File: src/rtl/neopixel_strip_driver.sv
// WS2812-style strip driver: per-pixel RGB frame buffer, global brightness scaling,
// serialised G,R,B MSB-first onto one registered data line followed by a latch gap.
module neopixel_strip_driver #(
   parameter int NUM_PIXELS = 8,
   parameter int T0H_CYC    = 20,
   parameter int T1H_CYC    = 40,
   parameter int BIT_CYC    = 63,
   parameter int LATCH_CYC  = 3000,
   parameter int IDX_W      = (NUM_PIXELS > 1) ? $clog2(NUM_PIXELS) : 1
) (
   input  logic             CLOCK_50,
   input  logic             reset_n,
   input  logic             load,
   input  logic [IDX_W-1:0] pixel,
   input  logic [7:0]       red,
   input  logic [7:0]       green,
   input  logic [7:0]       blue,
   input  logic             go,
   input  logic [7:0]       brightness,
   output logic             neopixel_data,
   output logic             ready,
   output logic             frame_done,
   output logic             load_err
);

   // Handshake: load and go are single-cycle strobes accepted only on an edge where
   // ready is high; anything else is dropped (load also raises load_err).

   localparam int CNT_MAX = (BIT_CYC > LATCH_CYC) ? BIT_CYC : LATCH_CYC;
   localparam int CNT_W   = $clog2(CNT_MAX);
   localparam logic [CNT_W-1:0] BIT_LAST   = CNT_W'(BIT_CYC - 1);
   localparam logic [CNT_W-1:0] LATCH_LAST = CNT_W'(LATCH_CYC - 1);
   localparam logic [CNT_W-1:0] T0H_L      = CNT_W'(T0H_CYC);
   localparam logic [CNT_W-1:0] T1H_L      = CNT_W'(T1H_CYC);
   localparam logic [IDX_W-1:0] PIX_LAST   = IDX_W'(NUM_PIXELS - 1);
   localparam logic [IDX_W:0]   NUM_L      = (IDX_W + 1)'(NUM_PIXELS);

   typedef enum logic [1:0] {IDLE, SEND, LATCH} state_t;

   state_t           state, state_n;
   logic [IDX_W-1:0] pix_cnt, pix_n;
   logic [4:0]       bit_cnt, bit_n;
   logic [CNT_W-1:0] cyc_cnt, cyc_n, bit_high;
   logic [23:0]      shreg, shreg_n, cur_word, pix_word;
   logic [7:0]       bright_q;
   logic [23:0]      buffer [NUM_PIXELS];
   logic             data_n, done_n, accept_go, pixel_ok, load_ok, load_bad;

   function automatic logic [7:0] scale(input logic [7:0] c, input logic [7:0] b);
      return 8'(({8'd0, c} * ({8'd0, b} + 16'd1)) >> 8);
   endfunction

   assign accept_go = (state == IDLE) && go;
   assign pixel_ok  = {1'b0, pixel} < NUM_L;
   assign load_ok   = load && (state == IDLE) && pixel_ok;
   assign load_bad  = load && !((state == IDLE) && pixel_ok);

   // Buffer words are {G,R,B}; a pixel's scaled word is formed in its first cycle,
   // after which the shift register carries it.
   assign pix_word = buffer[pix_cnt];
   assign cur_word = (bit_cnt == 5'd0 && cyc_cnt == '0)
                   ? {scale(pix_word[23:16], bright_q), scale(pix_word[15:8], bright_q),
                      scale(pix_word[7:0], bright_q)}
                   : shreg;
   assign bit_high = cur_word[23] ? T1H_L : T0H_L;

   always_comb begin
      state_n = state;
      pix_n   = pix_cnt;
      bit_n   = bit_cnt;
      cyc_n   = cyc_cnt;
      shreg_n = shreg;
      data_n  = 1'b0;
      case (state)
         IDLE: begin
            if (go) begin
               state_n = SEND;
               pix_n   = '0;
               bit_n   = '0;
               cyc_n   = '0;
               data_n  = 1'b1;
            end
         end
         SEND: begin
            if (cyc_cnt == BIT_LAST) begin
               cyc_n   = '0;
               shreg_n = {cur_word[22:0], 1'b0};
               data_n  = 1'b1;
               if (bit_cnt == 5'd23) begin
                  bit_n = '0;
                  if (pix_cnt == PIX_LAST) begin
                     state_n = LATCH;
                     data_n  = 1'b0;
                  end else begin
                     pix_n = pix_cnt + 1'b1;
                  end
               end else begin
                  bit_n = bit_cnt + 5'd1;
               end
            end else begin
               cyc_n   = cyc_cnt + 1'b1;
               shreg_n = cur_word;
               data_n  = cyc_n < bit_high;
            end
         end
         LATCH: begin
            if (cyc_cnt == LATCH_LAST) state_n = IDLE;
            else                       cyc_n   = cyc_cnt + 1'b1;
         end
         default: state_n = IDLE;
      endcase
      done_n = (state_n == LATCH) && (cyc_n == LATCH_LAST);
   end

   always_ff @(posedge CLOCK_50 or negedge reset_n) begin
      if (!reset_n) begin
         state         <= IDLE;
         pix_cnt       <= '0;
         bit_cnt       <= '0;
         cyc_cnt       <= '0;
         shreg         <= '0;
         bright_q      <= '0;
         neopixel_data <= 1'b0;
         ready         <= 1'b1;
         frame_done    <= 1'b0;
         load_err      <= 1'b0;
         for (int i = 0; i < NUM_PIXELS; i++) buffer[i] <= '0;
      end else begin
         state         <= state_n;
         pix_cnt       <= pix_n;
         bit_cnt       <= bit_n;
         cyc_cnt       <= cyc_n;
         shreg         <= shreg_n;
         neopixel_data <= data_n;
         ready         <= (state_n == IDLE);
         frame_done    <= done_n;
         if (accept_go) bright_q <= brightness;
         if (load_ok) buffer[pixel] <= {green, red, blue};
         // A dropped load in the same cycle as an accepted go keeps the flag set.
         if (load_bad)       load_err <= 1'b1;
         else if (accept_go) load_err <= 1'b0;
      end
   end

endmodule

File: config.mk
export PLATFORM = sky130hd
export DESIGN_NAME = neopixel_strip_driver
export DESIGN_NICKNAME = d
export VERILOG_FILES = /design/src/rtl/neopixel_strip_driver.sv
export SDC_FILE = /design/constraint.sdc
export NUM_CORES = 1
export LEC_CHECK = 0
export CAP_MARGIN = 10
export CORE_AREA = 4 4 218 220
export CTS_CLUSTER_DIAMETER = 80
export DETAILED_ROUTE_END_ITERATION = 10
export DIE_AREA = 0 0 222 224
export PLACE_DENSITY = 0.59
export SKIP_LAST_GASP = 1
export SYNTH_ARGS = -nofsm -noshare
export SYNTH_HDL_FRONTEND = slang
export SYNTH_SLANG_ARGS = --single-unit
File: constraint.sdc
create_clock -name CLOCK_50 -period 6.6 [get_ports CLOCK_50]
set_input_delay 1.98 -clock CLOCK_50 [delete_from_list [all_inputs] [get_ports CLOCK_50]]
set_output_delay 1.98 -clock CLOCK_50 [all_outputs]
set_load 0.01 [all_outputs]
==> results.yml <==
synthesis:
  synth_edf_count: 0
  synth_top_area_frac: 0.345
  syn-num-nets: 1859
  synth_top_area_cell: "dfrtp_1"
  ys_top_cells_by_count: "dfrtp_1 (249), mux2_2 (210), inv_1 (169), nand2_1 (124), nor2_1 (123)"
  synth_async_sr_flop_share: 1.00
  synth.most_common_cell: "dfrtp_1"
  ys_ff_latch: 250
  synthTopCellsByArea: "dfrtp_1 (35%), fa_1 (13%), mux2_2 (13%)"
  yosysSeqAreaShare: 0.347
  synth_cell_types: 68
  yosysWarningCount: 0
  synth_area_per_cell_um2: 11.3
  synth_ff_type: "dfrtp_1"
  synth_cells: 1594
  synth.cell_area_um2: 18100
sta:
  fmax_mhz: 158
  fin_crit_ns: 6.31
  rsz0062_at_grt: "yes"
  finalMaxSlewViolations: 0
  hold_violations: 0
  setup_viol: 0
  finalCritPeriodShare: 0.956
  skew_ns: 0.0194
  slew_headroom: 0.181
  setup_ws_ns: 0.289
  worst_pin_slew_ns: 1.22
setup_path:
  crit_path_top_delay_cell: "fa_1"
  start_kind: "flop"
  end_kind: "flop"
  cp.buffers_inverters: 6
  cp.arrival_ns: 6.80
  worstPathMaxFanout: 4
  crit_type: "reg2reg"
  critPathMaxStageDelay_ns: 0.59
  required_ns: 7.09
  worst_path_dominant_cell_family: "adder cells"
job:
  max_cap_viol_count: 0
layout:
  final_cells: 2297
  antenna_cells: 0
  area_growth_pct: 15.1
  drive_gt1_frac: 0.263
  nets: 1941
cts:
  clockRootBuffer: "clkbuf_16"
  cts.sinks: 250
  cts_buffers: 28
  cts-hold-fix-buffers: 0
  ctsLongestPathBuffers: 3
  htreeDepth: 1
  cts_tree: "yes"
  clock_latency_ns: 0.55
  clkTransAtPathRegs_ns: 0.06
routing:
  wl_met1_um: 18700
  dr.pass1.iters: 5
  routed.top_layer: "met4"
  drc: 0
  wl_met3_um: 1590
  drt-wirelength-per-cell_um: 18.5
  wl_um: 42500
  drt-initial-drc-count: 490
  viasPerCell: 5.30
  ant_nets: 0
  routed-wl-met2_um: 21200
  via_count: 12185
die:
  core.rowCount: 78
  die-area_um2: 49700
  ioPinCount: 43
  die_w_um: 222
  die_height_um: 224
  start_util: 0.399
  core_um2: 45300
global_route:
  grt_pass1_wl_um: 70000
  grt_usage: 0.172
  grt_pass1_vias: 12932
  grt_start_max_net_pins: 111
  grt_overflow_total: 0
  grt_antenna_before_repair: 1
run_status:
  status: "finished, final reports clean"
place:
  dpl_worst_slack_ns: -0.117
  gp_congestion: 0.843
  io_buffers: 42
  dp_hpwl_um: 30700
  place_inst: 2233
power:
  p_total_uw: 3210
  p_per_area_nw_per_um2: 154
  leakage_uw: 0.0104
  ir_drop_uv: 220
worst_hold_path:
  min-delay-path-class: "reg2reg"
==> state kept, by name, summed over array words and instances (netlist names), 2 cells and up <==
register	count
state	2
shreg	24
bright_q	8
buffer	192
pix_cnt	3
bit_cnt	5
cyc_cnt	12
==> cells by family (layout without fill, tap and decap cells) <==
kind of cell / count (synthesis) / after routing / share of synthesized area
xor gates and xnor gates: 52 / 52 / 0.0252
buffers and inverters: 239 / 342 / 0.0519
AOI/OAI and AO/OA: 154 / 154 / 0.0568
adders and majority gates: 226 / 226 / 0.207
muxes: 282 / 282 / 0.209
and+or+nand+nor: 391 / 391 / 0.104
DFF: 250 / 250 / 0.347
==> final timing paths <==
| check | slack [ns] | depth (start not counted) | from | endpoint |
|---|---|---|---|---|
| setup / recovery | 0.29 | 28 | pix_cnt[0]$_DFFE_PN0P_ | neopixel_data$_DFF_PN0_ |
| hold / removal | 0.48 | 1 | shreg[1]$_DFFE_PN0P_ | shreg[1]$_DFFE_PN0P_ |
| setup reg to reg | 0.29 | 28 | pix_cnt[0]$_DFFE_PN0P_ | neopixel_data$_DFF_PN0_ |
| hold reg to reg | 0.48 | 1 | shreg[1]$_DFFE_PN0P_ | shreg[1]$_DFFE_PN0P_ |
| max in group asynchronous | 3.89 | 2 | reset_n | buffer[22]$_DFFE_PN0P_ |
| min in group asynchronous | 1.48 | 1 | reset_n | buffer[155]$_DFFE_PN0P_ |
==> routing by layer <==
metal  up-vias  GRT usage
met2       211      0.301
met1      6338      0.232
met4         0     0.0396
met3        55     0.0210
met5         -          0
li1       5581          -
==> per-stage QoR <==
stage | util | TNS, ns | instance area, um2 | hold slack (ns)
6_report | 0.459 | 0 | 20800 | 0.478
3_5_place_dp | 0.431 | -0.117 | 19500 | 0.465
2_1_floorplan | - | 0 | 18100 | 0.448
3_3_place_gp | 0.431 | 0 | 19500 | 0.461
4_1_cts | 0.454 | 0 | 20500 | 0.479
5_1_grt | 0.459 | -0.0836 | 20800 | 0.501
==> timing repair <==
action	4_1_cts	5_1_grt
buffers inserted	4	9
gates resized for setup	3	28
pin swaps	0	17
endpoints found under the setup margin	1	9
==> placed cells by master, fill, tap and decap left out, drive strengths merged, types with 6 or more instances in the layout <==
cell,count
nor2b,24
nand4,6
ha,106
nand3,17
mux2i,23
and2,18
inv,170
buf,80
fa,120
nor2,123
or2,23
o31ai,6
xor2,15
dfrtp,249
clkbuf,41
xnor2,37
clkdlybuf4s50,41
a22oi,9
and3,14
nand2b,13
o21ai,47
nand2,124
o22ai,11
nor3,9
mux4,48
a21oi,33
a21o,18
mux2,211
==> power breakdown <==
part	total, uW	internal, uW	switching (uW)	leakage [uW]
clock	1600	977	626	0.000469
combinational	72.2	23.0	49.2	0.00643
sequential	1530	1530	0.0000000000000120	0.00346
total	3210	2530	675	0.0104
==> final cells by class <==
| cell class | count | area (um2) |
|---|---|---|
| Inverter | 169 | 634 |
| Fill cell | 4207 | 24500 |
| Clock buffer | 40 | 817 |
| Sequential cell | 250 | 6260 |
| Tap cell | 600 | 751 |
| Timing Repair Buffer | 122 | 1110 |
| Multi-Input combinational cell | 1105 | 11100 |
| Clock inverter | 11 | 141 |
Power figures use the tool's default switching activity.
